### src/rtl/cpu_types_pkg.sv
// cpu_types_pkg: shared ALU opcode and entry-sequencer types
package cpu_types_pkg;
  typedef enum logic [3:0] {
    ALU_AND = 4'h0,
    ALU_OR  = 4'h1,
    ALU_ADD = 4'h2,
    ALU_SUB = 4'h6,
    ALU_SLT = 4'h7,
    ALU_NOR = 4'hC
  } aluop_t;
  typedef enum logic [2:0] {
    ENTER_A  = 3'd0,
    ENTER_B  = 3'd1,
    ENTER_OP = 3'd2,
    EXEC     = 3'd3,
    SHOW     = 3'd4
  } entry_state_t;
  function automatic logic [31:0] sext_operand(input logic [16:0] s);
    return {{16{s[16]}}, s[15:0]};
  endfunction
endpackage

### src/rtl/key_debounce.sv
// key_debounce: synchronize and debounce one active-low key, pulse on press
module key_debounce #(
  parameter int SYNC_STAGES     = 2,
  parameter int DEBOUNCE_CYCLES = 250000
) (
  input  logic clk,
  input  logic rst,
  input  logic key_n,
  output logic press
);
  localparam int CW = $clog2(DEBOUNCE_CYCLES + 1);
  logic [SYNC_STAGES-1:0] sync;
  logic [CW-1:0] cnt;
  logic stable;
  logic differ;
  logic flip;
  assign differ = sync[SYNC_STAGES-1] != stable;
  assign flip = differ && cnt == CW'(DEBOUNCE_CYCLES - 1);
  always_ff @(posedge clk) begin
    if (rst) begin
      sync <= '1;
      cnt <= '0;
      stable <= 1'b1;
      press <= 1'b0;
    end else begin
      sync <= {sync[SYNC_STAGES-2:0], key_n};
      cnt <= (differ && !flip) ? cnt + 1'b1 : '0;
      stable <= flip ? ~stable : stable;
      press <= flip && stable;
    end
  end
endmodule

### src/rtl/alu_entry_ctrl.sv
// alu_entry_ctrl: debounced A/B/opcode entry sequencer with ALU result capture
module alu_entry_ctrl
  import cpu_types_pkg::*;
#(
  parameter int DEBOUNCE_CYCLES = 250000,
  parameter int SYNC_STAGES     = 2
) (
  input  logic        CLK,
  input  logic        RST,
  input  logic [3:0]  key_n,
  input  logic [16:0] sw,
  input  logic [31:0] alu_o_in,
  input  logic [2:0]  alu_nvz_in,
  output aluop_t      alu_op,
  output logic [31:0] alu_a,
  output logic [31:0] alu_b,
  output logic [31:0] result,
  output logic [2:0]  flags,
  output logic [1:0]  stage,
  output logic        done
);
  logic [3:0] press;
  logic unused_key2;
  entry_state_t state;
  for (genvar k = 0; k < 4; k++) begin : g_key
    key_debounce #(
      .SYNC_STAGES(SYNC_STAGES),
      .DEBOUNCE_CYCLES(DEBOUNCE_CYCLES)
    ) u_key (
      .clk(CLK),
      .rst(RST),
      .key_n(key_n[k]),
      .press(press[k])
    );
  end
  assign unused_key2 = press[2];
  always_comb begin
    stage = state == SHOW ? 2'd3 :
            (state == ENTER_OP || state == EXEC) ? 2'd2 :
            state == ENTER_B ? 2'd1 : 2'd0;
  end
  always_ff @(posedge CLK) begin
    if (RST || press[3]) begin
      state <= ENTER_A;
      alu_op <= aluop_t'(4'h0);
      alu_a <= '0;
      alu_b <= '0;
      result <= '0;
      flags <= '0;
      done <= 1'b0;
    end else begin
      case (state)
        ENTER_A: if (press[0]) begin
          alu_a <= sext_operand(sw);
          state <= ENTER_B;
        end
        ENTER_B: if (press[0]) begin
          alu_b <= sext_operand(sw);
          state <= ENTER_OP;
        end else if (press[1]) state <= ENTER_A;
        ENTER_OP: if (press[0]) begin
          alu_op <= aluop_t'(sw[3:0]);
          state <= EXEC;
        end else if (press[1]) state <= ENTER_B;
        EXEC: begin
          result <= alu_o_in;
          flags <= alu_nvz_in;
          done <= 1'b1;
          state <= SHOW;
        end
        SHOW: if (press[0]) begin
          done <= 1'b0;
          state <= ENTER_A;
        end else if (press[1]) begin
          done <= 1'b0;
          state <= ENTER_OP;
        end
        default: state <= ENTER_A;
      endcase
    end
  end
endmodule

### config.mk
export PLATFORM = sky130hd
export DESIGN_NAME = alu_entry_ctrl
export DESIGN_NICKNAME = d
export VERILOG_FILES = /design/src/rtl/cpu_types_pkg.sv /design/src/rtl/key_debounce.sv /design/src/rtl/alu_entry_ctrl.sv
export SDC_FILE = /design/constraint.sdc
export NUM_CORES = 1
export LEC_CHECK = 0
export ABC_AREA = 1
export CAP_MARGIN = 20
export CELL_PAD_IN_SITES_DETAIL_PLACEMENT = 0
export CELL_PAD_IN_SITES_GLOBAL_PLACEMENT = 1
export CORE_UTILIZATION = 37
export CTS_CLUSTER_SIZE = 24
export DETAILED_ROUTE_END_ITERATION = 8
export PLACE_DENSITY = 0.88
export SLEW_MARGIN = 30
export SYNTH_ARGS = -nofsm -noshare
export SYNTH_HDL_FRONTEND = slang
export SYNTH_SLANG_ARGS = --single-unit
### constraint.sdc
create_clock -name CLK -period 4.3 [get_ports CLK]
set_input_delay 1.29 -clock CLK [delete_from_list [all_inputs] [get_ports CLK]]
set_output_delay 1.29 -clock CLK [all_outputs]
set_load 0.02 [all_outputs]
==> impl_metrics.json, run 1 <==
{
  "slowest_delay_ns": 0.66,
  "post-route-drc-count": 0,
  "initial_core_util": 0.385,
  "async_flop_share": 0,
  "tightest_slew_ns": 0.671,
  "arrival_ns": 2.17,
  "areaGrowthSynthToFinish_pct": 34.7,
  "timing.final.crit_share": 0.804,
  "place.gp.congestion": 0.819,
  "cap_violations": 0,
  "grt_pass1_vias": 5004,
  "end_kind": "primary output",
  "critPathTopFamily": "buffers and inverters",
  "die_w_um": 131,
  "min_from": "g_key[1].u_key.sync[0]$_SDFF_PP1_",
  "syn_nets": 906,
  "highest_layer": "met4",
  "wl_met1_um": 7170,
  "multi_input_area_um2": 2760,
  "dr.first_iter.drc_count": 254,
  "yosys_warnings": 0,
  "cp_slowest_cell": "clkdlybuf4s50_1",
  "wl_met3_um": 683,
  "min_to": "g_key[1].u_key.sync[1]$_SDFF_PP1_",
  "n_fill_cell": 1597,
  "synth_top_area_cell": "dfxtp_1",
  "grt_pass1_wl_um": 24900,
  "crit_type": "register to primary output",
  "syn_inst": 845,
  "cts_num_sinks": 143,
  "powerDensity_nw_per_um2": 347,
  "avgSynthCellArea_um2": 7.33,
  "min_period_ns": 3.46,
  "grtUsageTotal": 0.180,
  "instances_no_fill": 1199,
  "clk-insertion-delay-late_ns": 0.42,
  "ys_top_cells_by_count": "nand2_1 (251), dfxtp_1 (143), nor2_1 (100)",
  "yosysMostFrequentCell": "nand2_1",
  "outcome": "completed",
  "fmax_ghz": 0.289,
  "skew_ns": 0.00886,
  "antenna_found_initial": 0,
  "fin_ws_ns": 0.842,
  "ff2ff_path_depth": 7,
  "routed-wl-met2_um": 7180,
  "yosys_register_bits": 143,
  "final_nets": 1031,
  "layout-drive-gt1-share": 0.0732,
  "wire_per_inst_um": 12.7,
  "clk_path_buf_depth": 2,
  "cts_tree": "built",
  "cp.required_ns": 3.01,
  "crit_cells": 4,
  "synth_edf_count": 0,
  "rows": 46,
  "cts_resized": 0,
  "io_buffers": 162,
  "die_h_um": 131,
  "cp_num_buf_inv": 2,
  "crit_fanout": 24,
  "setup_violations": 0,
  "cts-htree-levels": 4,
  "r2r_slack_ns": 2.36,
  "synthFlopType": "dfxtp_1",
  "yosysSeqAreaShare": 0.462,
  "insertedDiodeCount": 0,
  "post_cts_buffers": 0,
  "boundaryPins": 164,
  "placeableCoreArea_um2": 16100,
  "p_int_w": 0.00229,
  "cts_hold_repair.buffers": 0,
  "regToRegEndpoint": "state[1]$_SDFFE_PP0P_",
  "netlist_area_um2": 6200,
  "netlist.area_leader.share": 0.462,
  "dieArea_um2": 17300,
  "post-place-ws_ns": 1.10,
  "first_pass_iters": 5,
  "slew_viol_final": 0,
  "combPwrFrac": 0.028,
  "setup_tns_ns": 0,
  "power.switching_w": 0.000609,
  "sw_frac_of_total": 0.210,
  "synth_cell_type_count": 29,
  "peakVddDrop_v": 0.000264,
  "final-hold-violation-count": 0,
  "grt_max_degree": 48,
  "worstPathCellList": "inv_2 -> nand3_1 -> o211ai_1 -> clkdlybuf4s50_1",
  "relSlewSlack": 0.553,
  "hpwl_um": 10600,
  "rsz0062_at_grt": "no",
  "fin_area_um2": 8350,
  "min_path_cells": 1,
  "clkSlewWorstSetupHoldPaths_ns": 0.06,
  "clock_power_share": 0.513,
  "cp-start-kind": "register",
  "clockRootBuffer": "clkbuf_16",
  "regArea_um2": 2860,
  "routed_wl_um": 15200,
  "hp-class": "register to register",
  "seqPwrFrac": 0.459,
  "ant_nets": 0,
  "r2r_start": "state[1]$_SDFFE_PP0P_",
  "routed_via_density": 4.63,
  "place_area_um2": 7750,
  "overflow": 0,
  "cts_buffers": 17,
  "vias": 5550,
  "leakage_nw": 2.73,
  "synth_area_leaders": "dfxtp_1 (46%), nand2_1 (15%), a21oi_1 (7.7%)",
  "placed_cells": 1167
}
-- state kept, by name, indices dropped and copies added, names as in the netlist --
name                flops
g_key.u_key.press       3
alu_b                  17
g_key.u_key.stable      3
g_key.u_key.cnt        54
flags                   3
result                 32
state                   3
g_key.u_key.sync        6
done                    1
alu_a                  17
alu_op                  4
-- through the flow --
stage	hold slack, ns	total power (W)	util
global route	0.422	0.00300	0.518
global placement	0.392	0.00144	0.481
floorplan	0.389	0.00138	-
CTS	0.413	0.00293	0.518
finish	0.410	0.00290	0.518
detailed placement	0.399	0.00144	0.481
-- worst max-delay path by stage --
stage / to / from / slack, ns
floorplan: stage[1] / state[1]$_SDFFE_PP0P_ / 1.89
global placement: state[0]$_SDFFE_PP0P_ / RST / 1.09
detailed placement: state[0]$_SDFFE_PP0P_ / RST / 1.10
CTS: stage[1] / state[1]$_SDFFE_PP0P_ / 0.83
global route: stage[1] / state[1]$_SDFFE_PP0P_ / 0.73
finish: stage[1] / state[1]$_SDFFE_PP0P_ / 0.84
-- cell families (layout without fill, tap and decap cells) --
| group | after synthesis | count (layout) | synth area share |
|---|---|---|---|
| AO/OA/AOI/OAI | 106 | 106 | 0.0866 |
| XOR/XNOR | 27 | 27 | 0.0382 |
| adder cells (fa/ha/maj) | 3 | 3 | 0.00606 |
| buffers and inverters | 111 | 249 | 0.0925 |
| flip-flops | 143 | 143 | 0.462 |
| AND/OR/NAND/NOR | 455 | 455 | 0.315 |
-- area by class of cell --
| cell class | count | share of cell area |
|---|---|---|
| inverter | 51 | 0.0231 |
| multi-input combinational | 591 | 0.331 |
| tap | 216 | 0.0324 |
| clock buffer | 18 | 0.0514 |
| clock inverter | 14 | 0.0199 |
| timing repair buffer | 166 | 0.199 |
| sequential | 143 | 0.343 |
-- power groups by stage --
stage                     clock, W  sequential [W]  combinational (W)
after floorplan                  0         0.00136          0.0000226
after global placement           0         0.00136          0.0000835
after detailed placement         0         0.00136          0.0000830
after CTS                  0.00152         0.00133          0.0000833
after global routing       0.00158         0.00133          0.0000884
final                      0.00149         0.00133          0.0000821
-- placed cells by master (no fill, tap or decap), types with 17 or more instances in the layout --
cell	netlist	layout
nand3_1	38	38
xor2_1	18	18
nand4_1	26	26
clkbuf_16	0	17
nand2_1	251	251
a21oi_1	95	95
inv_1	47	47
nor2_1	100	100
clkdlybuf4s50_1	0	162
dfxtp_1	143	143
-- per-layer routing --
layer  vias up  track usage
met5         -            0
met4         0       0.0633
met3        10       0.0424
met2       138        0.291
met1      2479        0.232
li1       2923            -
No activity file was read; power rests on OpenSTA's default activity.
==> run 2, diff against run 1 <==
CORE_UTILIZATION = 34   (was 37)
PLACE_DENSITY = 0.82   (was 0.88)
clock period = 3.6 ns   (was 4.3 ns; I/O delays follow)
==> run 2 against run 1 <==
  * Sequential cell count unchanged
  * Worst setup slack got worse by 0.43 ns
  * Critical path depth stayed put
  * Die area up 8.7%
  * Count of clock-buffer cells in the layout is 1 lower
==> impl_metrics.json, run 2 (same netlist as run 1, synthesis figures left out) <==
{
  "peakVddDrop_v": 0.000330,
  "cp.required_ns": 2.52,
  "cts_num_sinks": 143,
  "clk_path_buf_depth": 2,
  "critPathTopFamily": "buffers and inverters",
  "wl_met1_um": 7140,
  "final_nets": 1033,
  "powerDensity_nw_per_um2": 425,
  "cts-htree-levels": 4,
  "dr.first_iter.drc_count": 287,
  "largest_register_ffs": 54,
  "overflow": 0,
  "crit_type": "register to primary output",
  "cp_slowest_cell": "clkdlybuf4s50_1",
  "clkSlewWorstSetupHoldPaths_ns": 0.06,
  "rows": 49,
  "timing.final.crit_share": 0.885,
  "relSlewSlack": 0.612,
  "ant_nets": 0,
  "initial_core_util": 0.346,
  "areaGrowthSynthToFinish_pct": 35.8,
  "post_cts_buffers": 0,
  "worstPathCellList": "inv_2 -> nand3_1 -> o211ai_1 -> clkdlybuf4s50_1",
  "clk-insertion-delay-late_ns": 0.42,
  "io_buffers": 162,
  "vias": 5551,
  "outcome": "completed",
  "skew_ns": 0.00648,
  "antenna_found_initial": 0,
  "layout-drive-gt1-share": 0.0751,
  "leakage_nw": 2.74,
  "min_period_ns": 3.19,
  "die_h_um": 137,
  "hpwl_um": 10600,
  "placeableCoreArea_um2": 17900,
  "cp_num_buf_inv": 2,
  "fmax_ghz": 0.314,
  "insertedDiodeCount": 0,
  "post-route-drc-count": 0,
  "cp-start-kind": "register",
  "cts_buffers": 17,
  "crit_fanout": 24,
  "clockRootBuffer": "clkbuf_16",
  "setup_violations": 0,
  "cts_resized": 0,
  "cap_violations": 0,
  "top_regs": "g_key.u_key.cnt x54, result x32",
  "final_common_cell": "nand2_1",
  "routed_wl_um": 15300,
  "final-hold-violation-count": 0,
  "grtUsageTotal": 0.160,
  "cts_tree": "built",
  "arrival_ns": 2.11,
  "largest_register": "g_key.u_key.cnt",
  "routed_via_density": 4.57,
  "first_pass_iters": 5,
  "cts_hold_repair.buffers": 0,
  "fin_util": 0.470,
  "hp-class": "register to register",
  "highest_layer": "met4",
  "post-place-ws_ns": 0.750,
  "grt_max_degree": 47,
  "routed-wl-met2_um": 6870,
  "tightest_slew_ns": 0.583,
  "setup_tns_ns": 0,
  "final_cell_mix": "nand2_1 (251), clkdlybuf4s50_1 (162), dfxtp_1 (143)",
  "wl_met3_um": 990,
  "die_w_um": 137,
  "boundaryPins": 164,
  "slowest_delay_ns": 0.65,
  "rsz0062_at_grt": "no",
  "grt_pass1_vias": 4897,
  "fin_ws_ns": 0.414,
  "wire_per_inst_um": 12.6,
  "place.gp.congestion": 0.802,
  "dieArea_um2": 18800,
  "slew_viol_final": 0,
  "end_kind": "primary output",
  "grt_pass1_wl_um": 23600
}
-- run 2: cell count changes in the layout (fill, tap and decap cells not counted) --
cell        previous run  this run
clkbuf_1               1         0
clkinv_1               0         1
buf_4                  3         5
clkinv_4               4         1
or2_4                  0         1
or2_2                 12        11
inv_6                  1         5
clkinv_2               6         1
clkinvlp_4             1         4
bufinv_16              3         4
-- run 2: where the power goes --
group | total, W | switching (W) | internal (W)
Clock | 0.00189 | 0.000717 | 0.00117
Combinational | 0.0000999 | 0.0000384 | 0.0000615
Sequential | 0.00159 | 0.00000250 | 0.00159
Total | 0.00358 | 0.000758 | 0.00282
-- run 2: final timing paths --
| kind | slack, ns | depth (start not counted) | start | end |
|---|---|---|---|---|
| worst max-delay path | 0.41 | 4 | state[1]$_SDFFE_PP0P_ | stage[1] |
| worst min-delay path | 0.41 | 1 | g_key[0].u_key.sync[0]$_SDFF_PP1_ | g_key[0].u_key.sync[1]$_SDFF_PP1_ |
| worst max register to register | 1.65 | 7 | state[1]$_SDFFE_PP0P_ | state[1]$_SDFFE_PP0P_ |
| worst min register to register | 0.41 | 1 | g_key[0].u_key.sync[0]$_SDFF_PP1_ | g_key[0].u_key.sync[1]$_SDFF_PP1_ |
-- run 2: metrics by stage --
stage / area [µm²] / instances / hold slack, ns / power [W]
after floorplan: 6200 / 845 / 0.389 / 0.00165
after global placement: 7780 / 1182 / 0.391 / 0.00172
after detailed placement: 7780 / 1182 / 0.396 / 0.00172
after CTS: 8410 / 1214 / 0.411 / 0.00362
after global routing: 8420 / 1214 / 0.424 / 0.00370
final: 8420 / 1214 / 0.411 / 0.00358
-- run 2: layout make-up --
type                    instances  area [µm²]
multi-input cells             591        2760
fillers                      1798        9490
repair buffers                168        1680
flip-flops and latches        143        2860
clock buffers                  17         425
clock inverters                15         208
inverters                      51         191
well taps                     229         287
-- run 2: worst register-to-register path, cell delays in order (launching register included) --
cell and delay, ns:
dfxtp_1 0.32, inv_2 0.34, nand3_2 0.21, nor2_4 0.44, inv_2 0.29, nand3_1 0.14, nand2_1 0.06, a21oi_1 0.11
-- run 2: routing by layer --
metal	vias to the layer above	global-route usage
met4	0	0.0635
li1	2924	-
met5	-	0
met1	2454	0.207
met2	152	0.254
met3	21	0.0407
